==> config.mk <==
export PLATFORM = sky130hd
export DESIGN_NAME = change_dispenser
export DESIGN_NICKNAME = d
export VERILOG_FILES = /design/src/rtl/vend_pkg.sv /design/src/rtl/coin_timeout_ctr.sv /design/src/rtl/change_dispenser.sv
export SDC_FILE = /design/constraint.sdc
export NUM_CORES = 1
export LEC_CHECK = 0
export ABC_AREA = 1
export BUFFER_PORTS_ARGS = -buffer_cell sky130_fd_sc_hd__clkbuf_2
export CORE_UTILIZATION = 59
export DETAILED_ROUTE_END_ITERATION = 10
export GPL_TIMING_DRIVEN = 0
export HOLD_SLACK_MARGIN = 0.12
export PLACE_DENSITY_LB_ADDON = 0.08
export SETUP_SLACK_MARGIN = 0.2
export SYNTH_ARGS = -nofsm -noshare
export SYNTH_HDL_FRONTEND = slang
export SYNTH_SLANG_ARGS = --single-unit
==> constraint.sdc <==
create_clock -name Clk -period 3.35 [get_ports Clk]
set_input_delay 0.1675 -clock Clk [delete_from_list [all_inputs] [get_ports Clk]]
set_output_delay 0.1675 -clock Clk [all_outputs]
set_load 0.02 [all_outputs]
==> src/rtl/vend_pkg.sv <==
// ============================================================================
//  Module   : vend_pkg
//  Purpose  : Shared encodings for the vending return path: FSM states,
//             coin-select codes, coin values and error codes.
//  Revision : 1.0 - initial release
// ============================================================================
`default_nettype none

package vend_pkg;

    localparam logic [2:0] c_st_idle  = 3'd0;
    localparam logic [2:0] c_st_check = 3'd1;
    localparam logic [2:0] c_st_emit  = 3'd2;
    localparam logic [2:0] c_st_gap   = 3'd3;
    localparam logic [2:0] c_st_done  = 3'd4;
    localparam logic [2:0] c_st_err   = 3'd5;

    localparam logic [1:0] c_sel_none = 2'd0;
    localparam logic [1:0] c_sel_q    = 2'd1;
    localparam logic [1:0] c_sel_d    = 2'd2;
    localparam logic [1:0] c_sel_n    = 2'd3;

    localparam int NICKEL  = 5;
    localparam int DIME    = 10;
    localparam int QUARTER = 25;

    localparam logic [1:0] c_err_none = 2'b00;
    localparam logic [1:0] c_err_amt  = 2'b01;
    localparam logic [1:0] c_err_jam  = 2'b10;

    function automatic int coin_value(input logic [1:0] sel);
        case (sel)
            c_sel_q: coin_value = QUARTER;
            c_sel_d: coin_value = DIME;
            c_sel_n: coin_value = NICKEL;
            default: coin_value = 0;
        endcase
    endfunction

endpackage

`default_nettype wire

==> src/rtl/coin_timeout_ctr.sv <==
// ============================================================================
//  Module   : coin_timeout_ctr
//  Purpose  : Loadable up-counter with clear/enable; tc flags ACK_TIMEOUT-1.
//  Revision : 1.0 - initial release
// ============================================================================
`default_nettype none

module coin_timeout_ctr #(
    parameter int ACK_TIMEOUT = 16
) (
    input  logic                                        Clk,
    input  logic                                        Rst,
    input  logic                                        clr,
    input  logic                                        en,
    input  logic                                        ld,
    input  logic [((ACK_TIMEOUT > 1) ? $clog2(ACK_TIMEOUT) : 1)-1:0] ld_val,
    output logic                                        tc
);

    localparam int CW = (ACK_TIMEOUT > 1) ? $clog2(ACK_TIMEOUT) : 1;

    logic [CW-1:0] r_cnt;

    always_ff @(posedge Clk or posedge Rst) begin
        if (Rst)
            r_cnt <= '0;
        else if (clr)
            r_cnt <= '0;
        else if (ld)
            r_cnt <= ld_val;
        else if (en)
            r_cnt <= r_cnt + 1'b1;
    end

    assign tc = (r_cnt == CW'(ACK_TIMEOUT - 1));

endmodule

`default_nettype wire

==> src/rtl/change_dispenser.sv <==
// ============================================================================
//  Module   : change_dispenser
//  Purpose  : Greedy coin-return sequencer (Q, D, N) with Ack handshake,
//             jam timeout and inter-coin gap.
//  Revision : 1.0 - initial release
// ============================================================================
`default_nettype none

module change_dispenser
    import vend_pkg::*;
#(
    parameter int AMT_W       = 6,
    parameter int MAX_AMT     = 50,
    parameter int ACK_TIMEOUT = 16,
    parameter int GAP_CYC     = 1
) (
    input  logic             Clk,
    input  logic             Rst,
    input  logic             Start,
    input  logic [AMT_W-1:0] Amount,
    input  logic             Ack,
    output logic             QOut,
    output logic             DOut,
    output logic             NOut,
    output logic             Busy,
    output logic             Done,
    output logic             Err,
    output logic [1:0]       ErrCode,
    output logic [3:0]       Coins
);

    localparam int GW = (GAP_CYC > 1) ? $clog2(GAP_CYC) : 1;
    localparam logic [AMT_W-1:0] c_max     = AMT_W'(MAX_AMT);
    localparam logic [AMT_W-1:0] c_five    = AMT_W'(NICKEL);
    localparam logic [AMT_W-1:0] c_quarter = AMT_W'(QUARTER);
    localparam logic [AMT_W-1:0] c_dime    = AMT_W'(DIME);

    logic [2:0]       r_state;
    logic [2:0]       w_state_nxt;
    logic [AMT_W-1:0] r_rem;
    logic [3:0]       r_coins;
    logic [1:0]       r_err_code;
    logic [1:0]       r_sel;
    logic [GW-1:0]    r_gap_cnt;
    logic             w_tc;
    logic             w_illegal;
    logic             w_gap_done;
    logic [1:0]       w_sel_nxt;
    logic [AMT_W-1:0] w_coin_val;

    assign w_illegal  = (r_rem > c_max) || ((r_rem % c_five) != '0);
    assign w_gap_done = (r_gap_cnt == GW'(GAP_CYC - 1));
    assign w_sel_nxt  = (r_rem >= c_quarter) ? c_sel_q :
                        (r_rem >= c_dime)    ? c_sel_d : c_sel_n;
    assign w_coin_val = AMT_W'(coin_value(r_sel));

    coin_timeout_ctr #(
        .ACK_TIMEOUT (ACK_TIMEOUT)
    ) u_timeout (
        .Clk    (Clk),
        .Rst    (Rst),
        .clr    (r_state == c_st_check),
        .en     (r_state == c_st_emit),
        .ld     (1'b0),
        .ld_val ('0),
        .tc     (w_tc)
    );

    always_ff @(posedge Clk or posedge Rst) begin
        if (Rst)
            r_state <= c_st_idle;
        else
            r_state <= w_state_nxt;
    end

    always_comb begin
        w_state_nxt = r_state;
        case (r_state)
            c_st_idle:  if (Start) w_state_nxt = c_st_check;
            c_st_check: begin
                if (w_illegal)          w_state_nxt = c_st_err;
                else if (r_rem == '0)   w_state_nxt = c_st_done;
                else                    w_state_nxt = c_st_emit;
            end
            // Ack takes priority over a coincident timeout.
            c_st_emit: begin
                if (Ack)                w_state_nxt = c_st_gap;
                else if (w_tc)          w_state_nxt = c_st_err;
            end
            c_st_gap:   if (w_gap_done) w_state_nxt = c_st_check;
            c_st_done:  w_state_nxt = c_st_idle;
            c_st_err:   w_state_nxt = c_st_idle;
            default:    w_state_nxt = c_st_idle;
        endcase
    end

    always_ff @(posedge Clk or posedge Rst) begin
        if (Rst) begin
            r_rem      <= '0;
            r_coins    <= '0;
            r_err_code <= c_err_none;
            r_sel      <= c_sel_none;
            r_gap_cnt  <= '0;
        end else begin
            case (r_state)
                c_st_idle: if (Start) begin
                    r_rem      <= Amount;
                    r_coins    <= '0;
                    r_err_code <= c_err_none;
                end
                c_st_check: begin
                    if (w_illegal)
                        r_err_code <= c_err_amt;
                    else if (r_rem != '0)
                        r_sel <= w_sel_nxt;
                end
                c_st_emit: begin
                    if (Ack) begin
                        r_rem     <= r_rem - w_coin_val;
                        r_coins   <= (r_coins == 4'hF) ? r_coins : r_coins + 4'd1;
                        r_gap_cnt <= '0;
                    end else if (w_tc) begin
                        r_err_code <= c_err_jam;
                    end
                end
                c_st_gap: r_gap_cnt <= r_gap_cnt + 1'b1;
                default: ;
            endcase
        end
    end

    always_comb begin
        QOut    = (r_state == c_st_emit) && (r_sel == c_sel_q);
        DOut    = (r_state == c_st_emit) && (r_sel == c_sel_d);
        NOut    = (r_state == c_st_emit) && (r_sel == c_sel_n);
        Busy    = (r_state != c_st_idle);
        Done    = (r_state == c_st_done);
        Err     = (r_state == c_st_err);
        ErrCode = r_err_code;
        Coins   = r_coins;
    end

endmodule

`default_nettype wire
==> impl_metrics.yaml, run 1 <==
place:
  placed_cell_area_um2: 2070
  place_ws_ps: 529
  dp_hpwl_um: 3070
  dp_cells: 327
  portBuffers: 21
  gp_congestion: 0.877
setup_path:
  crit_path_frequent_cell: "nand2_2"
  r2r-end: "r_sel[0]"
  critPathSlowestCell: "dfrtp_2"
  r2r-start: "r_rem[4]"
  crit_type: "reg2reg"
  crit_arrival_ps: 3020
  path_max_fanout: 7
  worstPathCellList: "inv_1 > ha_1 > nor2_1 > nand2_2 > nand3_2 > nand3_4 > nand2_4 > nand2_2 > nand2_2 > nand2_2 > ha_1 > a31oi_1 > inv_1 > nor2_1 > nand3_1 > nor2_1 > nand3_1 > nand2_1 > nand2_1"
  slowest_delay_ps: 460
  reg2reg_slack_ps: 550
  critPathLaunch: "r_rem[4]"
  critical_path.startpoint_type: "flip-flop"
  cp.required_ps: 3570
  end_kind: "flip-flop"
  reg2regPathDepth: 19
clock_tree:
  insertion_delay_ps: 310
  clkTransAtPathRegs_ps: 130
  cts-root-buf: "clkbuf_4"
  cts_tree: "done"
  clock_sinks: 22
  htreeDepth: 1
  clock_path_buffers: 2
  numCtsBuffers: 3
die:
  rows: 20
  core_um2: 3050
  top_level_ports: 22
  die_x_um: 58.8
  start_util_pct: 62.4
  die_y_um: 58.8
  dieArea_um2: 3460
sta:
  relSlewSlack_pct: 43.9
  setup_tns_ps: 0
  fmax_mhz: 357
  setup_viol: 0
  fin_crit_ps: 2800
  worst_pin_slew_ps: 841
  setup_ws_ps: 547
  rsz0062_at_grt: "false"
  finalHoldViolCount: 0
  fin_skew_ps: 7.48
  fin_crit_sh_pct: 83.7
  worst_hold_slack_ps: 144
  drv_slew: 0
routing:
  routed_wl_um: 3850
  drt-vias-per-instance: 5.15
  vias: 1715
  first_pass_iters: 4
  wl_per_cell_um: 11.6
  drtIter0Drc: 100
  drtAntennaViolNets: 0
  route.detailed.drc: 0
yosys:
  syn_nets: 289
  ys_types: 40
  synthesis.area_um2: 1910
  synth_cells: 262
  synth-seq-cells: 22
  seq_area_frac_synth_pct: 28.9
  yosys_warnings: 0
  avgSynthCellArea_um2: 7.27
cells_and_area:
  fillCellCount: 287
  drive_gt1_share_pct: 19.0
  syn_to_final_growth_pct: 12.3
  final_cells: 333
  diodes: 0
  fin_nets: 317
  postLayoutCoreUtil_pct: 70.1
  seq_area_um2: 552
  multiInputGateArea_um2: 1150
  finalInstanceArea_um2: 2140
worst_hold_path:
  hold_path_depth: 3
  min_path_type: "in2reg"
  hold_start: "Amount[2]"
  hold_path_end: "r_rem[2]"
global_route:
  grt_pass1_vias: 1562
  grt.overflow.total: 0
  grt_max_degree: 23
  antenna_found_initial: 0
  grt_pass1_wl_um: 6760
  grt_usage_pct: 25.0
power:
  total_power_mw: 2.42
  power.density_nw_per_um2: 1130
  ir_drop_uv: 497
  leakagePower_nw: 1.12
flow_run:
  cap_violations: 0
status:
  status: "completed"
-- critical path: cells and delay by family, from the launching register on --
kind	cells	cell delay, ps
buf+inv	2	190
compound gates	1	220
simple gates	14	1320
flops	1	460
fa+ha+maj	2	530
-- area by class of cell --
cell class / instances / area share [%]
clock inverters: 1 / 1.40
inverters: 43 / 7.54
clock buffers: 3 / 1.05
plain buffers: 5 / 1.99
flip-flops and latches: 22 / 25.8
well taps: 44 / 2.57
repair buffers: 23 / 5.85
multi-input cells: 192 / 53.8
-- repair_timing --
| action | CTS | global route |
|---|---|---|
| gates resized for setup | 0 | 1 |
| hold buffers | 2 | 0 |
| hold endpoints to repair | 23 | 0 |
| setup buffers | 0 | 0 |
| setup endpoints to repair | 0 | 4 |
-- cell usage after synthesis, drive strengths merged --
| cell | instances | area share, % |
|---|---|---|
| nand2 | 61 | 15 |
| inv | 42 | 8.3 |
| nor2 | 32 | 7.1 |
| nand3 | 29 | 9.1 |
| dfrtp | 22 | 29 |
| ha | 16 | 11 |
| o21ai | 16 | 5.0 |
| a21oi | 9 | 2.4 |
| o211ai | 5 | 2.0 |
| a31oi | 3 | 0.99 |
| clkbuf | 3 | 0.59 |
| nand4 | 3 | 1.3 |
| nor3 | 3 | 0.79 |
| buf | 2 | 1.6 |
| o22ai | 2 | 0.66 |
| xor2 | 2 | 0.92 |
| a2111oi | 1 | 0.46 |
| a211oi | 1 | 0.39 |
| a21boi | 1 | 0.39 |
| a22o | 1 | 0.46 |
| and3 | 1 | 0.33 |
| clkinv | 1 | 0.20 |
| fa | 1 | 1.1 |
| o211a | 1 | 0.53 |
| o221ai | 1 | 0.46 |
| o31ai | 1 | 0.39 |
| or2 | 1 | 0.33 |
| xnor2 | 1 | 0.46 |
-- layout by cell type (no fill, tap or decap), drive strengths merged, types with 2 or more instances in the layout --
| cell type | n |
|---|---|
| a21oi | 9 |
| inv | 42 |
| nand2 | 61 |
| a31oi | 3 |
| nor2 | 32 |
| nand3 | 29 |
| dlygate4sd3 | 2 |
| buf | 2 |
| clkbuf | 27 |
| dfrtp | 22 |
| nor3 | 3 |
| o21ai | 16 |
| xor2 | 2 |
| nand4 | 3 |
| ha | 16 |
| o211ai | 5 |
| o22ai | 2 |
-- worst max-delay path by stage --
stage,endpoint,slack [ps],cells past startpoint
global route,r_sel[0],240,19
detailed placement,r_sel[0],530,18
finish,r_sel[0],550,19
global placement,r_sel[0],580,18
CTS,r_sel[0],480,19
floorplan,r_sel[0],880,19
-- cell families after synthesis --
kind of cell               share of synthesized area [%]
and+or+nand+nor                                     33.4
buffers and inverters                               10.7
adders and majority gates                           11.6
AOI/OAI and AO/OA                                   14.1
DFF                                                 28.9
xor gates and xnor gates                            1.38
-- sequential cells by signal, indices dropped and copies added, names as in the netlist --
name / flops
r_sel: 2
u_timeout.r_cnt: 4
r_state: 3
ErrCode: 2
r_gap_cnt: 1
r_rem: 6
Coins: 4
-- per-layer routing --
layer	share of wire, %	track usage, %
met3	4.3	2.86
met5	0	0
met2	44	39.4
met1	51	36.4
met4	0.52	6.46
-- report_power, final --
group / switching [mW] / internal [mW] / total (mW)
clock network: 0.0828 / 0.121 / 0.204
logic: 1.09 / 0.635 / 1.72
registers: 0.130 / 0.359 / 0.490
Power figures use the tool's default switching activity.
==> inputs of run 2 (changes only) <==
Settings changed: CORE_UTILIZATION 59 to 53.
Clock period 3.35 ns to 2.3 ns, I/O delays scaled along.
==> run 2 against run 1 <==
The flow now finishes with violations (setup timing). Critical path depth is 1 lower. Final cell count grew 6.9%. Setup slack got worse by 680 ps. Maximum frequency is 15% higher. Via count rose by 8.8%. Die area grew 11%.
==> impl_metrics.yaml, run 2 (synthesis results as in run 1) <==
setup_path:
  worstPathCellList: "ha_4 > nor2_4 > nand2_4 > nand3_4 > nand3_4 > nand2_4 > nand2_4 > nand2_4 > nand2_4 > ha_4 > a31oi_4 > inv_1 > nor2_1 > nand3_1 > nor2_2 > nand3_2 > nand2_1 > nand2_1"
  cp_num_buf_inv: 1
  reg2reg_slack_ps: -130
  critical_path.startpoint_type: "flip-flop"
  path_max_fanout: 5
  cp_top_family: "simple AND/OR/NAND/NOR gates"
  critPathSlowestCell: "dfrtp_2"
  cp.required_ps: 2530
  crit_type: "reg2reg"
  crit_path_frequent_cell: "nand2_4"
  end_kind: "flip-flop"
  slowest_delay_ps: 490
  crit_arrival_ps: 2660
die:
  top_level_ports: 22
  die_x_um: 62.0
  dieArea_um2: 3840
  start_util_pct: 56.2
  core_um2: 3390
  die_y_um: 62.0
  rows: 21
global_route:
  grt_max_degree: 23
  grt_usage_pct: 24.9
  grt_pass1_wl_um: 7170
  antenna_found_initial: 0
  grt.overflow.total: 0
  grt_pass1_vias: 1619
cells_and_area:
  final_cells: 356
  largest_reg_flops: 6
  postLayoutCoreUtil_pct: 73.3
  fin_nets: 338
  diodes: 0
  syn_to_final_growth_pct: 30.5
  layout_commonest_cell: "nand2_1"
  top_register: "r_rem"
  drive_gt1_share_pct: 32.3
  final_cell_mix: "nand2_1 (49), inv_1 (33), nor2_1 (23)"
sta:
  finalHoldViolCount: 0
  fin_skew_ps: 3.79
  relSlewSlack_pct: 42.8
  setup_ws_ps: -131
  setup_tns_ps: -486
  setup_viol: 6
  rsz0062_at_grt: "true"
  fmax_mhz: 411
  worst_pin_slew_ps: 858
  fin_crit_sh_pct: 106
  fin_crit_ps: 2430
  drv_slew: 0
  worst_hold_slack_ps: 142
place:
  portBuffers: 21
  dp_hpwl_um: 3190
  gp_congestion: 0.846
  dp_cells: 329
routing:
  routed_wl_um: 4740
  vias: 1866
  drtIter0Drc: 146
  drtAntennaViolNets: 0
  route.detailed.drc: 0
  first_pass_iters: 4
  drt-vias-per-instance: 5.24
  wl_per_cell_um: 13.3
clock_tree:
  cts_tree: "done"
  clock_sinks: 22
  numCtsBuffers: 3
  clkTransAtPathRegs_ps: 130
  cts-root-buf: "clkbuf_4"
  clock_path_buffers: 2
  htreeDepth: 1
  insertion_delay_ps: 320
worst_hold_path:
  min_path_type: "in2reg"
flow_run:
  cap_violations: 0
status:
  failed_checks: "setup timing"
  status: "finished with violations"
run 2: final cells by class:
cell class | count | area (um2)
Buffer | 5 | 45.0
Fill cell | 245 | 903
Clock inverter | 1 | 30.0
Multi-Input combinational cell | 192 | 1310
Inverter | 43 | 168
Clock buffer | 3 | 22.5
Tap cell | 46 | 57.6
Timing Repair Buffer | 44 | 299
Sequential cell | 22 | 559
run 2: layer usage:
metal	track usage [%]	wire, um	share of wire (%)
met5	0	0	0
met4	1.90	35	0.74
met3	4.55	233	4.9
met2	41.0	2340	49
met1	35.4	2130	45
run 2: tightest hold or removal path: stages:
cell and delay [ps]:
clkbuf_2 70, o21ai_0 110, o22ai_2 120
run 2: timing repair:
item | in CTS | in global routing
endpoints found under the setup margin | 16 | 16
endpoints found under the hold margin | 28 | 0
cloned | 0 | 0
buffers inserted | 8 | 8
resized for setup | 5 | 31
hold buffers | 7 | 0
pin swaps | 9 | 16
run 2: path summary, 6_finish.rpt:
kind,start,end,cells past startpoint
worst max-delay path,r_rem[3],r_sel[1],18
worst min-delay path,Amount[5],r_rem[5],3
worst max register to register,r_rem[3],r_sel[1],18
worst min register to register,ErrCode[0],ErrCode[0],2
max in group asynchronous,Rst,r_rem[0],3
min in group asynchronous,Rst,Coins[1],3
run 2: through the flow:
stage / worst slack (ps) / cell area, um2
after floorplan: -0.297 / 1980
after global placement: -224 / 2140
after detailed placement: -291 / 2140
after CTS: -147 / 2340
after global routing: -288 / 2490
final: -131 / 2490
Power of run 2 is left out: the tool's default activity adds up to more than one toggle a clock period on the data nets, which glitch-free logic cannot reach.
